`src/rtl/fr_pipe_stage.sv`:
```
// Flow-controlled pipeline stage register carrying an instruction word and its next PC.
// Define FR_PIPE_SKID_EN to add a skid entry so that InReady comes straight from a flop.
module fr_pipe_stage #(
   parameter int unsigned       DATA_W = 32,
   parameter int unsigned       PC_W   = 32,
   parameter int unsigned       PC_INC = 4,
   parameter logic [DATA_W-1:0] BUBBLE = '0
) (
   input  logic              Clk,
   input  logic              ResetN,
   input  logic              Flush,
   input  logic              InValid,
   output logic              InReady,
   input  logic [DATA_W-1:0] InData,
   input  logic [PC_W-1:0]   InPC,
   output logic              OutValid,
   input  logic              OutReady,
   output logic [DATA_W-1:0] OutData,
   output logic [PC_W-1:0]   OutPCNext
);

   logic              r_m_valid;
   logic [DATA_W-1:0] r_m_data;
   logic [PC_W-1:0]   r_m_pc;

   logic              w_kill;
   logic              w_accept;
   logic              w_emit;
   logic              w_m_free;
   logic [PC_W-1:0]   w_in_pc_next;

   assign w_kill       = !ResetN || Flush;
   assign w_accept     = InValid && InReady;
   assign w_emit       = r_m_valid && OutReady;
   assign w_m_free     = !r_m_valid || w_emit;
   // Carry out of the PC adder is dropped: the PC wraps modulo 2^PC_W.
   assign w_in_pc_next = InPC + PC_W'(PC_INC);

`ifdef FR_PIPE_SKID_EN
   logic              r_s_valid;
   logic [DATA_W-1:0] r_s_data;
   logic [PC_W-1:0]   r_s_pc;
   logic              r_in_ready;
   logic              w_s_load;
   logic              w_s_valid_nxt;

   // S takes the incoming word whenever M is busy or is being refilled from S.
   assign w_s_load      = w_accept && (r_s_valid || !w_m_free);
   assign w_s_valid_nxt = !w_kill && (w_s_load || (r_s_valid && !w_m_free));
   assign InReady       = r_in_ready;

   always_ff @(posedge Clk) begin
      if (w_kill) begin
         r_s_valid  <= 1'b0;
         r_in_ready <= 1'b1;
      end else begin
         r_s_valid  <= w_s_valid_nxt;
         r_in_ready <= !w_s_valid_nxt;
      end
   end

   // NOTE: payload flops carry no reset; r_s_valid alone decides whether they mean anything.
   always_ff @(posedge Clk) begin
      if (w_s_load) begin
         r_s_data <= InData;
         r_s_pc   <= w_in_pc_next;
      end
   end
`else
   assign InReady = !r_m_valid || OutReady;
`endif

   // NOTE: non-blocking assignments only, so every branch sees pre-edge values of the stage.
   always_ff @(posedge Clk) begin
      if (w_kill) begin
         r_m_valid <= 1'b0;
         r_m_data  <= BUBBLE;
         r_m_pc    <= '0;
      end else if (w_m_free) begin
`ifdef FR_PIPE_SKID_EN
         if (r_s_valid) begin
            r_m_valid <= 1'b1;
            r_m_data  <= r_s_data;
            r_m_pc    <= r_s_pc;
         end else
`endif
         if (w_accept) begin
            r_m_valid <= 1'b1;
            r_m_data  <= InData;
            r_m_pc    <= w_in_pc_next;
         end else begin
            r_m_valid <= 1'b0;
            r_m_data  <= BUBBLE;
            r_m_pc    <= '0;
         end
      end
   end

   assign OutValid  = r_m_valid;
   assign OutData   = r_m_data;
   assign OutPCNext = r_m_pc;

endmodule

```
`config.mk`:
```
export PLATFORM = sky130hd
export DESIGN_NAME = fr_pipe_stage
export DESIGN_NICKNAME = d
export VERILOG_FILES = /design/src/rtl/fr_pipe_stage.sv
export SDC_FILE = /design/constraint.sdc
export NUM_CORES = 1
export LEC_CHECK = 0
export BUFFER_PORTS_ARGS = -buffer_cell sky130_fd_sc_hd__buf_2
export CORE_MARGIN = 2
export CORE_UTILIZATION = 35
export DETAILED_ROUTE_END_ITERATION = 10
export MAX_ROUTING_LAYER = met4
export PLACE_DENSITY = 0.72
export SYNTH_ARGS = -nofsm -noshare
export SYNTH_HDL_FRONTEND = slang
export SYNTH_SLANG_ARGS = --single-unit
```
`constraint.sdc`:
```
create_clock -name Clk -period 2.1 [get_ports Clk]
set_input_delay 0 -clock Clk [delete_from_list [all_inputs] [get_ports Clk]]
set_output_delay 0 -clock Clk [all_outputs]
set_load 0.05 [all_outputs]
```
* Word-level counts from Yosys, hierarchy flattened
Cells that the tools add are included.
** Storage, ports and cells
- Logic and storage cells :: 14
- Flip-flop bits (word level) :: 65
- Bits of input ports :: 69
** Operators by class
- Mux-type cells :: 3
- Add/sub/neg operators :: 1
- Reductions and logical operators :: 7
** Operators with widths (number)
- $mux W32 :: 2
- $add A32 B3 Y32 const B :: 1
- $logic_or A1 B1 Y1 :: 3
- $logic_and A1 B1 Y1 :: 2
- $logic_not A1 Y1 :: 2
- $mux W1 :: 1

* Depth between registers and ports, before layout
- Depth after elaboration :: 4
- Gate-level depth with buffers :: 7
- Depth with buffers taken out :: 6

* Worst setup path before layout
OpenSTA, ideal clock, no wires.
- Path kind :: register to register
- From :: reg r_m_valid (netlist: OutValid)
- To :: reg r_m_data[11] (netlist: OutData[11])
- Path buffers :: 2
- Cell stages (with the launch flop) :: 7
- Library setup time :: 0.071 ns
- Path slack :: 0.183 ns
- Arrival :: 1.847 ns
- Required time :: 2.029 ns
- Cell sequence :: dfxtp_1 -> nor2b_1 -> clkbuf_1 -> inv_1 -> clkbuf_1 -> nand3_1 -> a21oi_1
** On the way
- Word-level cells in the longest chain between the ends :: 4
- Elaborated cells on any way between the ends :: 6
- Those cells by class :: mux (1); reduce/logical (5)
** Ends and longest elaborated chain
- from (decl) :: RTL line 22 : logic r_m_valid;
- from (signal assigned) :: RTL line 76 : r_m_valid <= 1'b0;
- from (signal assigned) :: RTL line 88 : r_m_valid <= 1'b1;
- from (signal assigned) :: RTL line 92 : r_m_valid <= 1'b0;
- $logic_not A1 Y1 :: RTL line 70 : assign InReady = !r_m_valid || OutReady;
- $logic_or A1 B1 Y1 :: RTL line 70
- net InReady :: RTL line 13 : output logic InReady,
- $logic_and A1 B1 Y1 :: RTL line 33 : assign w_accept = InValid && InReady;
- $mux W32 :: RTL line 87 : if (w_accept) begin
- to (signal assigned) :: RTL line 89 : r_m_data <= InData;
- to (decl) :: RTL line 23 : logic [DATA_W-1:0] r_m_data;
The timed path passes the listed nets, and every way through them passes these cells.
A chain may end at the register's enable or synchronous reset.

* Worst setup path after layout
- From :: reg r_m_valid (netlist: OutValid)
- To :: out InReady
** On the way
- Word-level cells in the longest chain between the ends :: 2
** Ends and longest elaborated chain (RTL line)
- $logic_not A1 Y1 :: 70
- $logic_or A1 B1 Y1 :: 70
- to (decl) :: 13
Every way passes these cells.

==> key figures <==
Clock tree
  • Post-CTS sizing: 0
  • Hold Buf Count CTS: 52
  • Number of CTS-inserted buffers: 9
  • Root buffer cell: clkbuf_8
  • Worst-Skew Late Latency: 0.34 ns
  • # Post-CTS Setup Buffers: 0
  • Reg clk slew, reported paths: 0.07 ns
  • # clock sinks: 65
  • CTS Buffer Depth: 2
  • H-tree depth: 3
  • CTS tree: built

Setup path
  • Cells along the critical path: nor2b_4 > inv_1 > buf_4 > buf_2
  • Crit path capture type: output pin
  • Critical Setup Path Class: flop to output pin
  • Slowest-stage cell, CP: buf_4
  • CP max FO: 29
  • Critical Path RT: 2.10 ns
  • Critical Path Start Type: flop
  • Crit path DAT: 1.81 ns
  • Crit path max-delay family: buffers and inverters
  • Buf+Inv Stages, Crit Path: 3
  • CP max stage delay: 0.38 ns

Yosys
  • Number of enable flip-flop cells after synthesis: 0
  • Post-Synthesis Cells: 345
  • Most used DFF post-synth: dfxtp_1
  • Post-synthesis cell type count: 34
  • Most common cell in the netlist: nand2_1
  • Mean area per synthesized cell: 8.102 um^2
  • Register bit count reported by yosys: between 60 and 70
  • Synth area leaders: dfxtp_1 (47%), nand2_1 (9.3%), nand3_1 (8.4%)
  • Synthesized area: around 0.0028 mm^2
  • Post-synth top area cell: dfxtp_1
  • Share of the synthesized area in the top cell type: 46.55%
  • Fraction of registers with async set/reset: 0%
  • Top cells by count, synth: nand2_1 (69), dfxtp_1 (65), nand3_1 (47), a21oi_1 (37), clkbuf_1 (19)
  • Synth warn: 0
  • Sequential fraction of the synthesis area: 46.55%
  • Total nets after synthesis: approximately 420

STA
  • Worst-margin pin slew: 0.6521 ns
  • Achievable Freq: 551.9 MHz
  • Final hold viol count: 0
  • Max Slew Vio Count: 0
  • Final worst path period need: 1.812 ns
  • RSZ-0062 raised after global routing: false
  • Setup TNS: 0 ns
  • Final Skew: 0.006969 ns
  • Final count of negative-setup-slack endpoints: 0
  • Tcrit/Tclk final: 86.29%
  • Rel. slew slack: between 50 and 60%

Detailed routing
  • Vias per Instance: 4.929
  • Metal3 WL: 533 um
  • Detail Route Antenna Nets: 0
  • Routed WL: 8752 um
  • DRC viols: 0
  • Met2 WL: approximately 4400 um
  • WL/cell: approximately 14 um
  • Wire length on met1: 3716 um
  • Starting DRT DRC Count: 136
  • Max Used Layer: met4
  • Routed via count: ~3100
  • DR pass1 iterations: 5

Run
  • Max cap viols: 0

Floorplanning
  • DIE HEIGHT: 93.37 um
  • Core area: 0.007727 mm^2
  • Core Rows: 32
  • I/O Pins: 135
  • Initial Util: 36.17%
  • Chip width: 93.37 um
  • Die area: 0.008717 mm^2

Power and ir drop
  • Power per cell area: 637.1 mW/mm^2
  • Clock share of power: 34.9%
  • VDD IR-drop max: around 0.34 mV
  • Internal power: between 1.5 and 2 mW
  • Net Sw Frac: 28.22%
  • Sequential share of power: 47.5%
  • PnR Total Power: ~2.7 mW
  • Sw Pwr: 0.7637 mW
  • Comb pwr share: 17.6%
  • Leak: about 1.9 nW

Layout
  • # diodes: 0
  • Layout area overhead: 51.97%
  • Layout cells sized above 1: between 30% and 40%
  • Nets: 596
  • Filler instances: 718

GRT
  • GRT Overall Usage: 20.80%
  • First-pass GRT wire length: 14010 um
  • Largest net degree at the start of global routing: 40
  • Antenna violations before repair: 0
  • Vias in the first global route: 3031
  • GRT Residual Overflow: 0

Placed design
  • DP HPWL: 5468 um
  • Port bufs: approximately 130
  • Gpl congestion: roughly 0.9

Hold path
  • HP Class: input pin to flop

Run status
  • Outcome: finished, final reports clean
through the flow:
step / util [%] / hold WS, ns / cell area, um^2 / setup WS (ns) / cells
2_1_floorplan: - / 0.1519 / 2795 / 0.1828 / 345
3_5_place_dp: 45.98 / 0.2634 / 3553 / 0.3603 / 565
6_report: 54.97 / 0.01655 / 4248 / 0.2880 / 633
5_1_grt: 54.97 / 0.03258 / 4248 / 0.1753 / 633
4_1_cts: 54.97 / 0.002267 / 4248 / 0.2772 / 633
3_3_place_gp: 45.98 / 0.2562 / 3553 / 0.3804 / 565
sequential cells by signal, indices dropped and copies added (netlist names):
| signal | count |
|---|---|
| OutData | 32 |
| OutPCNext | 32 |
| OutValid | 1 |
cell type report:
type / instances / area, um^2 / share of cell area, %
multi-input combinational: 254 / 1390 / 32.72
tap: 102 / 127.6 / 3.004
inverter: 3 / 11.26 / 0.2651
sequential: 65 / 1301 / 30.63
clock buffer: 13 / 158.9 / 3.741
timing repair buffer: 193 / 1244 / 29.28
clock inverter: 3 / 15.01 / 0.3535
routing by layer:
layer / global-route usage [%] / vias to the layer above
met2: 35.31 / 133
met5: - / -
li1: - / 1543
met1: 24.52 / 1432
met3: 4.512 / 12
met4: 6.863 / 0
cell usage in the layout, fill, tap and decap left out, drive strengths merged:
cell         synthesis  layout
ha                   1       1
nand2b               1       1
a22oi                5       5
clkinv               0       3
nor4                 4       4
buf                  4     141
nor2b                1       1
or2                  1       1
nand4                9       9
clkbuf              19      13
dfxtp               65      65
nand2               69      69
nor2                14      14
nor3                 4       4
dlygate4sd3          0      52
xnor2               17      17
or4                  1       1
a21oi               37      37
nand3               47      47
nand3b               1       1
and2                 1       1
o21ai               22      22
nor3b                1       1
and4                 3       3
inv                  3       3
and3                 4       4
xor2                11      11
power groups by stage:
stage | Sequential (mW) | Combinational, mW | Clock (mW)
detailed placement | 1.31 | 0.397 | 0
floorplan | 1.43 | 0.121 | 0
finish | 1.29 | 0.475 | 0.945
global placement | 1.31 | 0.392 | 0
CTS | 1.29 | 0.470 | 0.974
global route | 1.29 | 0.510 | 1.03
cells by family (layout without fill, tap and decap cells):
family                   count (synthesis)  in the layout  share of synthesized area, %
buffers and inverters                   26            212                         4.073
adder cells (fa/ha/maj)                  1              1                        0.4476
AO/OA/AOI/OAI                           64             64                         12.04
flip-flops                              65             65                         46.55
AND/OR/NAND/NOR                        161            161                         28.11
XOR/XNOR                                28             28                         8.773
worst paths after layout:
path              depth (start not counted)                       start  slack, ns                    endpoint
setup / recovery                          4       OutValid$_SDFFE_PP0P_       0.29                     InReady
hold reg to reg                           2  OutPCNext[26]$_SDFFE_PP0P_       0.45  OutPCNext[26]$_SDFFE_PP0P_
setup reg to reg                          5       OutValid$_SDFFE_PP0P_       0.38    OutData[17]$_SDFFE_PP0P_
hold / removal                            3                     InPC[2]       0.02   OutPCNext[2]$_SDFFE_PP0P_
tightest hold or removal path, cell delays in order:
cell and delay (ns):
buf_2 0.12, nand3b_1 0.12, a21oi_1 0.06
Power figures use the tool's default switching activity.
